$ cat src/rtl/xor_stream_cipher.sv
// Registered, handshaked XOR stream cipher: XORs each accepted beat with a working key,
// optionally rotating the key one lane per beat, and counts beats since reset/key load.
module xor_stream_cipher #(
  parameter int DATA_W = 64,
  parameter int LANE_W = 8,
  parameter int CNT_W  = 16
) (
  input  logic              clk,
  input  logic              rst,
  input  logic              key_load,
  input  logic [0:DATA_W-1] key_in,
  input  logic              rotate_en,
  input  logic              in_valid,
  output logic              in_ready,
  input  logic [0:DATA_W-1] data_in,
  output logic              out_valid,
  input  logic              out_ready,
  output logic [0:DATA_W-1] data_out,
  output logic [CNT_W-1:0]  beat_cnt
);

  localparam int NLANES = DATA_W / LANE_W;

  logic [0:DATA_W-1] key_reg;
  logic [0:DATA_W-1] data_reg;
  logic              valid_reg;
  logic [CNT_W-1:0]  cnt_reg;
  logic [0:DATA_W-1] xored;
  logic [0:DATA_W-1] rotated;
  logic              accept;

  // A stalled result only blocks intake while downstream is not taking it.
  assign in_ready = !valid_reg || out_ready;
  assign accept   = in_valid && in_ready;

  // Lane 0 is the leftmost lane; rotation moves lane i+1 into lane i, old lane 0 to the end.
  for (genvar gi = 0; gi < NLANES; gi++) begin : g_lane
    assign xored[gi*LANE_W +: LANE_W]   = data_in[gi*LANE_W +: LANE_W] ^ key_reg[gi*LANE_W +: LANE_W];
    assign rotated[gi*LANE_W +: LANE_W] = key_reg[((gi + 1) % NLANES)*LANE_W +: LANE_W];
  end

  always_ff @(posedge clk or posedge rst) begin
    if (rst) begin
      key_reg   <= '0;
      data_reg  <= '0;
      valid_reg <= 1'b0;
      cnt_reg   <= '0;
    end else begin
      if (accept) begin
        data_reg  <= xored;
        valid_reg <= 1'b1;
      end else if (out_ready) begin
        valid_reg <= 1'b0;
      end

      // A key load wins: a beat accepted alongside it used the old key and is not counted.
      if (key_load) begin
        key_reg <= key_in;
        cnt_reg <= '0;
      end else if (accept) begin
        cnt_reg <= cnt_reg + CNT_W'(1);
        if (rotate_en) begin
          key_reg <= rotated;
        end
      end
    end
  end

  assign out_valid = valid_reg;
  assign data_out  = data_reg;
  assign beat_cnt  = cnt_reg;

endmodule

$ cat config.mk
export PLATFORM = sky130hd
export DESIGN_NAME = xor_stream_cipher
export DESIGN_NICKNAME = d
export VERILOG_FILES = /design/src/rtl/xor_stream_cipher.sv
export SDC_FILE = /design/constraint.sdc
export NUM_CORES = 1
export LEC_CHECK = 0
export BUFFER_PORTS_ARGS = -buffer_cell sky130_fd_sc_hd__buf_2
export CAP_MARGIN = 0
export CORE_UTILIZATION = 40
export DETAILED_ROUTE_END_ITERATION = 8
export HOLD_SLACK_MARGIN = 0.15
export PLACE_DENSITY_LB_ADDON = 0.05
export SYNTH_ARGS = -nofsm -noshare
export SYNTH_HDL_FRONTEND = slang
export SYNTH_SLANG_ARGS = --single-unit
$ cat constraint.sdc
create_clock -name clk -period 11.5 [get_ports clk]
set_input_delay 1.15 -clock clk [delete_from_list [all_inputs] [get_ports clk]]
set_output_delay 1.15 -clock clk [all_outputs]
set_load 0.01 [all_outputs]
==> flow_metrics.py, run 1 <==
metrics = {
    "timing": {
        "fmax_mhz": 323,
        "drv_slew": 0,
        "rsz0062_at_grt": "no",
        "tns_ps": 0,
        "fin_crit_sh": 0.269,
        "fin_crit_ps": 3100,
        "setup_viol": 0,
        "worst_slack_ps": 8400,
        "worst_pin_slew_ps": 1160,
        "slew-limit-headroom": 0.224,
        "hold_viol_final": 0,
        "clock_skew_ps": 6.96,
    },
    "synth": {
        "yosys-top-cells-area": "dfrtp_1, o21ai_0, mux2i_1",
        "synth.area.mux_share": 0.0974,
        "synthFlopType": "dfrtp_1",
        "synth_fp_nets": 772,
        "synth_area_um2": 6580,
        "synth-compound-area-share": 0.113,
        "synth_top_family_by_area": "compound AO/OA/AOI/OAI gates",
        "synth-simple-area-share": 0.110,
        "synth_async_sr_flop_share": 1.00,
        "synth_edf_count": 0,
        "synth.avg_cell_area_um2": 10.3,
        "yosys_warnings": 0,
        "synth_seq_area_share": 0.552,
        "synth.distinct_cells": 26,
        "synth.top_cell.area_share": 0.552,
        "syn_inst": 637,
        "yosys.area_share.adder": 0.00190,
        "ys_ff_latch": 145,
        "synth_area_leader_cell": "dfrtp_1",
        "synthXorXnorAreaFrac": 0.0932,
    },
    "worst_setup_path": {
        "crit_slowest_cell": "nand2b_1",
        "crit_path_max_fanout": 11,
        "cp.required_ps": 10350,
        "worst_setup_path_start_kind": "primary input",
        "r2r_slack_ps": 9150,
        "worst-r2r-cell-count": 5,
        "reg2reg_to": "key_reg[39]$_DFFE_PP0P_",
        "cp_num_buf_inv": 2,
        "critPathCaptureType": "output port",
        "crit_chain": "buf_2, nand2b_1, buf_2",
        "path_delay_family": "simple AND/OR/NAND/NOR gates",
        "cp_slowest_stage_delay_ps": 480,
        "crit_path_frequent_cell": "buf_2",
        "cp.arrival_ps": 1950,
        "cp-startpoint": "out_ready",
        "crit_type": "primary input to output port",
        "rr_startpoint": "out_valid$_DFFE_PP0P_",
    },
    "drt": {
        "drtIter0Drc": 217,
        "ant_nets": 0,
        "vias_per_cell": 4.79,
        "drc": 0,
        "wl_mm": 17.1,
        "wire_per_inst_um": 16.0,
        "drt_pass1_iterations": 4,
        "vias": 5100,
    },
    "grt": {
        "grt_pass1_vias": 4937,
        "gr-total-overflow": 0,
        "grt_use_total": 0.209,
        "grt_max_degree": 133,
        "grt_pass1_wl_mm": 26.4,
        "antenna_found_initial": 2,
    },
    "placed_design": {
        "post-dp-hpwl_mm": 12.0,
        "place_inst": 1032,
        "place_ws_ps": 8190,
        "gp_congestion": 0.775,
        "numPortBuffers": 215,
    },
    "power": {
        "p_leak_nw": 4.30,
        "ir_drop_uv": 95.2,
        "p_per_area_nw_per_um2": 175,
    },
    "clock_network": {
        "postCtsSetupRepairBufs": 0,
        "root_buffer": "clkbuf_16",
        "clock_latency_ps": 420,
        "clk_path_buf_depth": 2,
        "tritoncts": "built",
        "h-tree-depth": 4,
        "clock-sinks": 145,
        "clk_pin_slew_ps": 60,
        "cts_inserted_buffers": 17,
        "holdBufCountCts": 0,
        "cts_resized": 0,
    },
    "floorplan": {
        "die-area_um2": 17000,
        "io_pins": 216,
        "die-height_um": 130,
        "start_util": 0.413,
        "num_rows": 46,
        "fp.dieW_um": 130,
        "core-area_um2": 15900,
    },
    "cells_and_area": {
        "drive_gt1_frac": 0.301,
        "utilization": 0.530,
        "nNetsFinal": 970,
        "final_cell_mix": "buf_2, dfrtp_1, o21ai_0",
        "syn2layout_area_growth_pct": 28.4,
        "final_common_cell": "buf_2",
        "regArea_um2": 3630,
        "nFillCells": 1514,
        "multi_input_area_um2": 2750,
        "stdcell_count": 1065,
    },
    "min_path": {
        "worstHoldPathCells": 2,
        "hold_path_class": "register to register",
        "hold_path_end": "data_out[31]$_DFFE_PP0P_",
        "hp-start": "data_out[31]$_DFFE_PP0P_",
    },
    "status": {
        "outcome": "completed",
    },
    "flow_run": {
        "cap_violations": 0,
    },
}
==> where the power goes <==
part / internal, W / total, W / switching, W
clock network: 0.000413 / 0.000626 / 0.000212
logic: 0.000104 / 0.000220 / 0.000115
registers: 0.000577 / 0.000632 / 0.0000554
==> metal layers <==
metal,track usage,part of all wire,wire (µm),vias up
met5,0,0,0,-
met4,0.0629,0.012,203,0
met3,0.0668,0.064,1100,16
met2,0.323,0.46,7810,146
met1,0.278,0.47,7970,2387
li1,-,-,-,2551
==> cell type report <==
type | count | share of cell area
multi-input combinational | 449 | 0.326
clock buffer | 23 | 0.0589
tap | 216 | 0.0320
inverter | 4 | 0.00237
antenna | 1 | 0.000296
clock inverter | 9 | 0.0207
timing repair buffer | 218 | 0.130
sequential | 145 | 0.430
==> cells in the mapped netlist, types with 5 or more instances <==
master,number
dfrtp_1,145
mux2i_1,64
or3_1,7
nand3_1,6
xnor2_1,65
o21ai_0,135
clkbuf_1,29
nand2_1,132
a21oi_1,10
nor2_1,6
buf_6,6
xor2_1,5
==> worst reg2reg max path, stage by stage, from the launching register on <==
cell and delay (ps):
dfrtp_1 340, nand2b_1 330, nand3_4 200, buf_4 820
mux2i_1 380, o21ai_0 110
==> cells by family (layout without fill, tap and decap cells) <==
logic type	after synthesis	in the layout
and+or+nand+nor	167	167
AOI/OAI and AO/OA	147	147
DFF	145	145
xor gates and xnor gates	70	70
muxes	64	64
buffers and inverters	43	254
adders and majority gates	1	1
other	0	1
==> worst max path at each step <==
stage	to	slack (ps)	cells after the start
final	in_ready	8400	3
after floorplan	beat_cnt[0]$_DFFE_PP0P_	6460	1
after global placement	key_reg[7]$_DFFE_PP0P_	8280	6
after CTS	in_ready	8400	3
after detailed placement	key_reg[39]$_DFFE_PP0P_	8190	6
after global routing	in_ready	8310	3
==> metrics by stage <==
| step | cell area, µm² | power [W] | hold WS (ps) |
|---|---|---|---|
| after floorplan | 6580 | 0.000760 | 516 |
| after global placement | 7770 | 0.000858 | 457 |
| after detailed placement | 7770 | 0.000866 | 465 |
| after CTS | 8450 | 0.00149 | 479 |
| after global routing | 8450 | 0.00155 | 502 |
| final | 8450 | 0.00148 | 471 |
(Power assumes the default switching activity.)
==> run 2: changes to the inputs <==
clock period = 3.2 ns   (was 11.5 ns; I/O delays follow)
==> run 2 against run 1 <==
Critical path depth up 2. Clock power rose to 3.0 times the previous value. Sequential share of layout area down 2.8 points. Sequential cell count unchanged. Final cell count up 6.3%. Core utilization up 3.6 points. Clock skew down 0.52 ps. Largest cell class unchanged.
==> flow_metrics.py, run 2 (synthesis gave the netlist of run 1 again) <==
metrics = {
    "worst_setup_path": {
        "critPathCaptureType": "register",
        "rr_startpoint": "out_valid$_DFFE_PP0P_",
        "cp-startpoint": "out_valid$_DFFE_PP0P_",
        "worst_setup_path_start_kind": "register",
        "cp.required_ps": 3470,
        "crit_path_max_fanout": 20,
        "cp.arrival_ps": 2330,
        "crit_type": "register to register",
    },
    "grt": {
        "grtUsageMet2": 0.356,
        "gr-total-overflow": 0,
        "use_met1": 0.288,
        "met3_usage": 0.0496,
        "grt_pass1_wl_mm": 27.8,
        "grt_pass1_vias": 5348,
        "grt_use_total": 0.219,
        "busiest_layer": "met2",
        "antenna_found_initial": 0,
        "grt_max_degree": 89,
    },
    "cells_and_area": {
        "nFillCells": 1478,
        "utilization": 0.566,
        "final_cell_mix": "buf_2, dfrtp_1, o21ai_0",
        "syn2layout_area_growth_pct": 37.3,
        "drive_gt1_frac": 0.278,
        "stdcell_count": 1132,
        "final_common_cell": "buf_2",
        "nNetsFinal": 1037,
    },
    "timing": {
        "tns_ps": 0,
        "clock_skew_ps": 6.44,
        "rsz0062_at_grt": "no",
        "setup_viol": 0,
        "worst_pin_slew_ps": 628,
        "fmax_mhz": 485,
        "drv_slew": 0,
        "slew-limit-headroom": 0.581,
        "worst_slack_ps": 1140,
        "hold_viol_final": 0,
        "fin_crit_ps": 2060,
        "fin_crit_sh": 0.644,
    },
    "drt": {
        "drc": 0,
        "vias_per_cell": 4.78,
        "drt_pass1_iterations": 4,
        "ant_nets": 0,
        "wl_mm": 17.7,
        "wire_per_inst_um": 15.7,
        "vias": 5408,
        "drtIter0Drc": 261,
    },
    "flow_run": {
        "cap_violations": 0,
    },
    "clock_network": {
        "clock-sinks": 145,
        "cts_inserted_buffers": 17,
        "tritoncts": "built",
        "clk_path_buf_depth": 2,
        "root_buffer": "clkbuf_16",
        "clk_pin_slew_ps": 60,
        "postCtsSetupRepairBufs": 0,
        "cts_resized": 0,
        "clock_latency_ps": 410,
        "h-tree-depth": 4,
    },
    "power": {
        "ir_drop_uv": 356,
        "p_leak_nw": 4.55,
        "p_per_area_nw_per_um2": 558,
        "power.total_w": 0.00504,
    },
    "placed_design": {
        "gp_congestion": 0.766,
        "place_ws_ps": 1040,
        "numPortBuffers": 215,
        "place_inst": 1037,
        "post-dp-hpwl_mm": 12.8,
    },
    "floorplan": {
        "die-area_um2": 17000,
        "start_util": 0.413,
        "die-height_um": 130,
        "fp.dieW_um": 130,
        "core-area_um2": 15900,
        "io_pins": 216,
        "num_rows": 46,
    },
    "status": {
        "outcome": "completed",
    },
    "min_path": {
        "hold_path_class": "primary input to register",
        "hp-start": "key_in[14]",
    },
}
-- run 2: power breakdown --
part / switching [W] / leakage [nW] / internal (W) / total (W)
registers: 0.000200 / 1.80 / 0.00207 / 0.00227
logic: 0.000434 / 2.47 / 0.000431 / 0.000865
clock network: 0.000717 / 0.276 / 0.00118 / 0.00190
total: 0.00135 / 4.55 / 0.00369 / 0.00504
-- run 2: critical path: stages (launching register included) --
cell and delay, ps:
dfrtp_1 370, nand2b_1 440, nand3_4 420, buf_4 390
mux2i_1 190, o21ai_0 100
-- run 2: path summary, 6_finish.rpt --
path	endpoint	slack, ps	cells after the start
worst max-delay path	key_reg[22]$_DFFE_PP0P_	1140	5
worst min-delay path	key_reg[14]$_DFFE_PP0P_	170	3
worst max register to register	key_reg[22]$_DFFE_PP0P_	1140	5
worst min register to register	data_out[29]$_DFFE_PP0P_	470	2
max in group asynchronous	key_reg[23]$_DFFE_PP0P_	1900	4
min in group asynchronous	data_out[48]$_DFFE_PP0P_	480	3
-- run 2: through the flow --
step | hold slack [ps] | area (µm²)
after floorplan | 437 | 6580
after CTS | 153 | 9030
final | 166 | 9030
after global placement | 373 | 7850
after global routing | 173 | 9030
after detailed placement | 372 | 7850
-- run 2: final cells by class --
type	instances	area, µm²	area share
antenna	1	2.50	0.000277
timing repair buffer	285	1800	0.199
clock inverter	6	80.1	0.00887
sequential	145	3630	0.402
tap	216	270	0.0299
inverter	4	18.8	0.00208
multi-input combinational	449	2750	0.305
clock buffer	26	479	0.0531
-- run 2: timing repair --
action	CTS	global route
setup endpoints to repair	0	0
hold buffers	62	0
endpoints found under the hold margin	79	0
-- run 2: routing by layer --
layer,vias to the layer above,routed length [µm],share of wire
met3,17,1000,0.057
met5,-,0,0
met2,157,8350,0.47
met4,0,210,0.012
li1,2683,-,-
met1,2551,8160,0.46
==> run 3: changes to the inputs <==
clock period = 2.12 ns   (was 3.2 ns; I/O delays follow)
==> run 3 against run 2 <==
Via count up 3.9%. Sequential cell count unchanged. Maximum frequency up 22%. Non-clock buffer count up 69. Count of clock-buffer cells in the layout down 4. Core utilization up 4.1 points. Critical path type unchanged. Largest power group unchanged.
==> flow_metrics.py, run 3 (synthesis gave the netlist of run 1 again) <==
metrics = {
    "worst_setup_path": {
        "worst_setup_path_start_kind": "register",
        "cp_num_buf_inv": 1,
        "crit_chain": "nand2b_1, nand3_4, buf_12, mux2i_1, o21ai_0",
        "crit_path_max_fanout": 64,
        "crit_slowest_cell": "buf_12",
        "crit_type": "register to register",
        "cp_slowest_stage_delay_ps": 360,
        "cp.required_ps": 2400,
        "cp.arrival_ps": 1970,
        "critPathCaptureType": "register",
        "path_delay_family": "simple AND/OR/NAND/NOR gates",
    },
    "placed_design": {
        "numPortBuffers": 215,
        "post-dp-hpwl_mm": 12.5,
        "place_inst": 1039,
        "gp_congestion": 0.797,
    },
    "clock_network": {
        "cts_inserted_buffers": 17,
        "clk_path_buf_depth": 2,
        "clock_latency_ps": 420,
        "h-tree-depth": 4,
        "clock-sinks": 145,
        "tritoncts": "built",
        "root_buffer": "clkbuf_16",
        "clk_pin_slew_ps": 60,
    },
    "drt": {
        "ant_nets": 0,
        "drtIter0Drc": 292,
        "vias": 5618,
        "drt_pass1_iterations": 4,
        "wire_per_inst_um": 15.4,
        "drc": 0,
        "wl_mm": 18.4,
        "vias_per_cell": 4.69,
    },
    "power": {
        "swShare": 0.278,
        "p_seq_frac": 0.459,
        "intPower_w": 0.00540,
        "p_per_area_nw_per_um2": 772,
        "ir_drop_uv": 543,
        "combPwrFrac": 0.190,
        "p_leak_nw": 4.83,
        "p_sw_w": 0.00208,
        "p_clk_frac": 0.351,
    },
    "flow_run": {
        "cap_violations": 0,
    },
    "timing": {
        "fin_crit_ps": 1690,
        "fin_crit_sh": 0.799,
        "worst_pin_slew_ps": 672,
        "hold_viol_final": 0,
        "slew-limit-headroom": 0.552,
        "drv_slew": 0,
        "tns_ps": 0,
        "setup_viol": 0,
        "clock_skew_ps": 7.01,
        "fmax_mhz": 590,
        "rsz0062_at_grt": "no",
    },
    "cells_and_area": {
        "final_common_cell": "buf_2",
        "nFillCells": 1379,
        "syn2layout_area_growth_pct": 47.2,
        "antenna_cells": 0,
        "drive_gt1_frac": 0.263,
        "final_cell_mix": "buf_2, dfrtp_1, o21ai_0",
        "stdcell_count": 1198,
        "nNetsFinal": 1106,
        "utilization": 0.607,
    },
    "grt": {
        "grt_pass1_vias": 5519,
        "gr-total-overflow": 0,
        "grt_use_total": 0.225,
        "grt_pass1_wl_mm": 28.6,
        "grt_max_degree": 120,
        "antenna_found_initial": 0,
    },
    "status": {
        "outcome": "completed",
    },
    "floorplan": {
        "num_rows": 46,
        "die-area_um2": 17000,
        "io_pins": 216,
        "core-area_um2": 15900,
        "fp.dieW_um": 130,
        "start_util": 0.413,
        "die-height_um": 130,
    },
    "min_path": {
        "hold_path_class": "primary input to register",
    },
}
[run 3: changes by cell type in the layout (fill, tap and decap cells not counted)]
cell and delta:
buf_12 +2, bufinv_16 -2, clkbuf_1 -4, clkinv_2 +4
diode_2 -1, dlygate4sd3_1 +67
[run 3: layout make-up]
| cell class | count | area (µm²) | area share |
|---|---|---|---|
| clock buffer | 22 | 464 | 0.0479 |
| clock inverter | 8 | 40.0 | 0.00414 |
| inverter | 4 | 18.8 | 0.00194 |
| multi-input combinational | 449 | 2750 | 0.284 |
| sequential | 145 | 3630 | 0.375 |
| tap | 216 | 270 | 0.0279 |
| timing repair buffer | 354 | 2510 | 0.259 |
[run 3: path summary, 6_finish.rpt]
kind | from | endpoint | slack, ps | cells past startpoint
max | out_valid$_DFFE_PP0P_ | key_reg[20]$_DFFE_PP0P_ | 430 | 5
min | in_valid | out_valid$_DFFE_PP0P_ | 190 | 2
max reg2reg | out_valid$_DFFE_PP0P_ | key_reg[20]$_DFFE_PP0P_ | 430 | 5
min reg2reg | data_out[3]$_DFFE_PP0P_ | data_out[3]$_DFFE_PP0P_ | 470 | 2
max in group asynchronous | rst | key_reg[63]$_DFFE_PP0P_ | 1060 | 4
min in group asynchronous | rst | data_out[48]$_DFFE_PP0P_ | 460 | 4
[run 3: what timing repair did]
item,CTS,global route
gates resized for setup,0,0
setup buffers,0,0
hold buffers,129,0
endpoints found under the hold margin,273,0
[run 3: metal layers]
| metal | global-route usage | share of wire | up-vias |
|---|---|---|---|
| met2 | 0.368 | 0.47 | 158 |
| met1 | 0.294 | 0.46 | 2616 |
| met5 | 0 | 0 | - |
| met3 | 0.0537 | 0.051 | 25 |
| met4 | 0.0746 | 0.015 | 0 |
| li1 | - | - | 2819 |
[run 3: power groups by stage]
stage | logic, W | registers (W) | clock network, W
floorplan | 0.000615 | 0.00351 | 0
global placement | 0.00121 | 0.00347 | 0
detailed placement | 0.00124 | 0.00348 | 0
CTS | 0.00143 | 0.00344 | 0.00268
global route | 0.00159 | 0.00348 | 0.00280
finish | 0.00142 | 0.00343 | 0.00262
[run 3: worst reg2reg max path, delay by kind of cell (launching register included)]
family	cells	cell delay, ps
flops	1	340
mux	1	340
buf+inv	1	360
compound gates	1	80
simple gates	2	430
[run 3: metrics by stage]
stage                     setup WS, ps  hold slack (ps)  cell area (µm²)  power [W]
after floorplan                   89.0              329             6580    0.00412
after global placement             442              355             7890    0.00468
after detailed placement           382              353             7890    0.00472
after CTS                          403              184             9680    0.00755
after global routing               289              198             9680    0.00787
final                              426              195             9680    0.00747
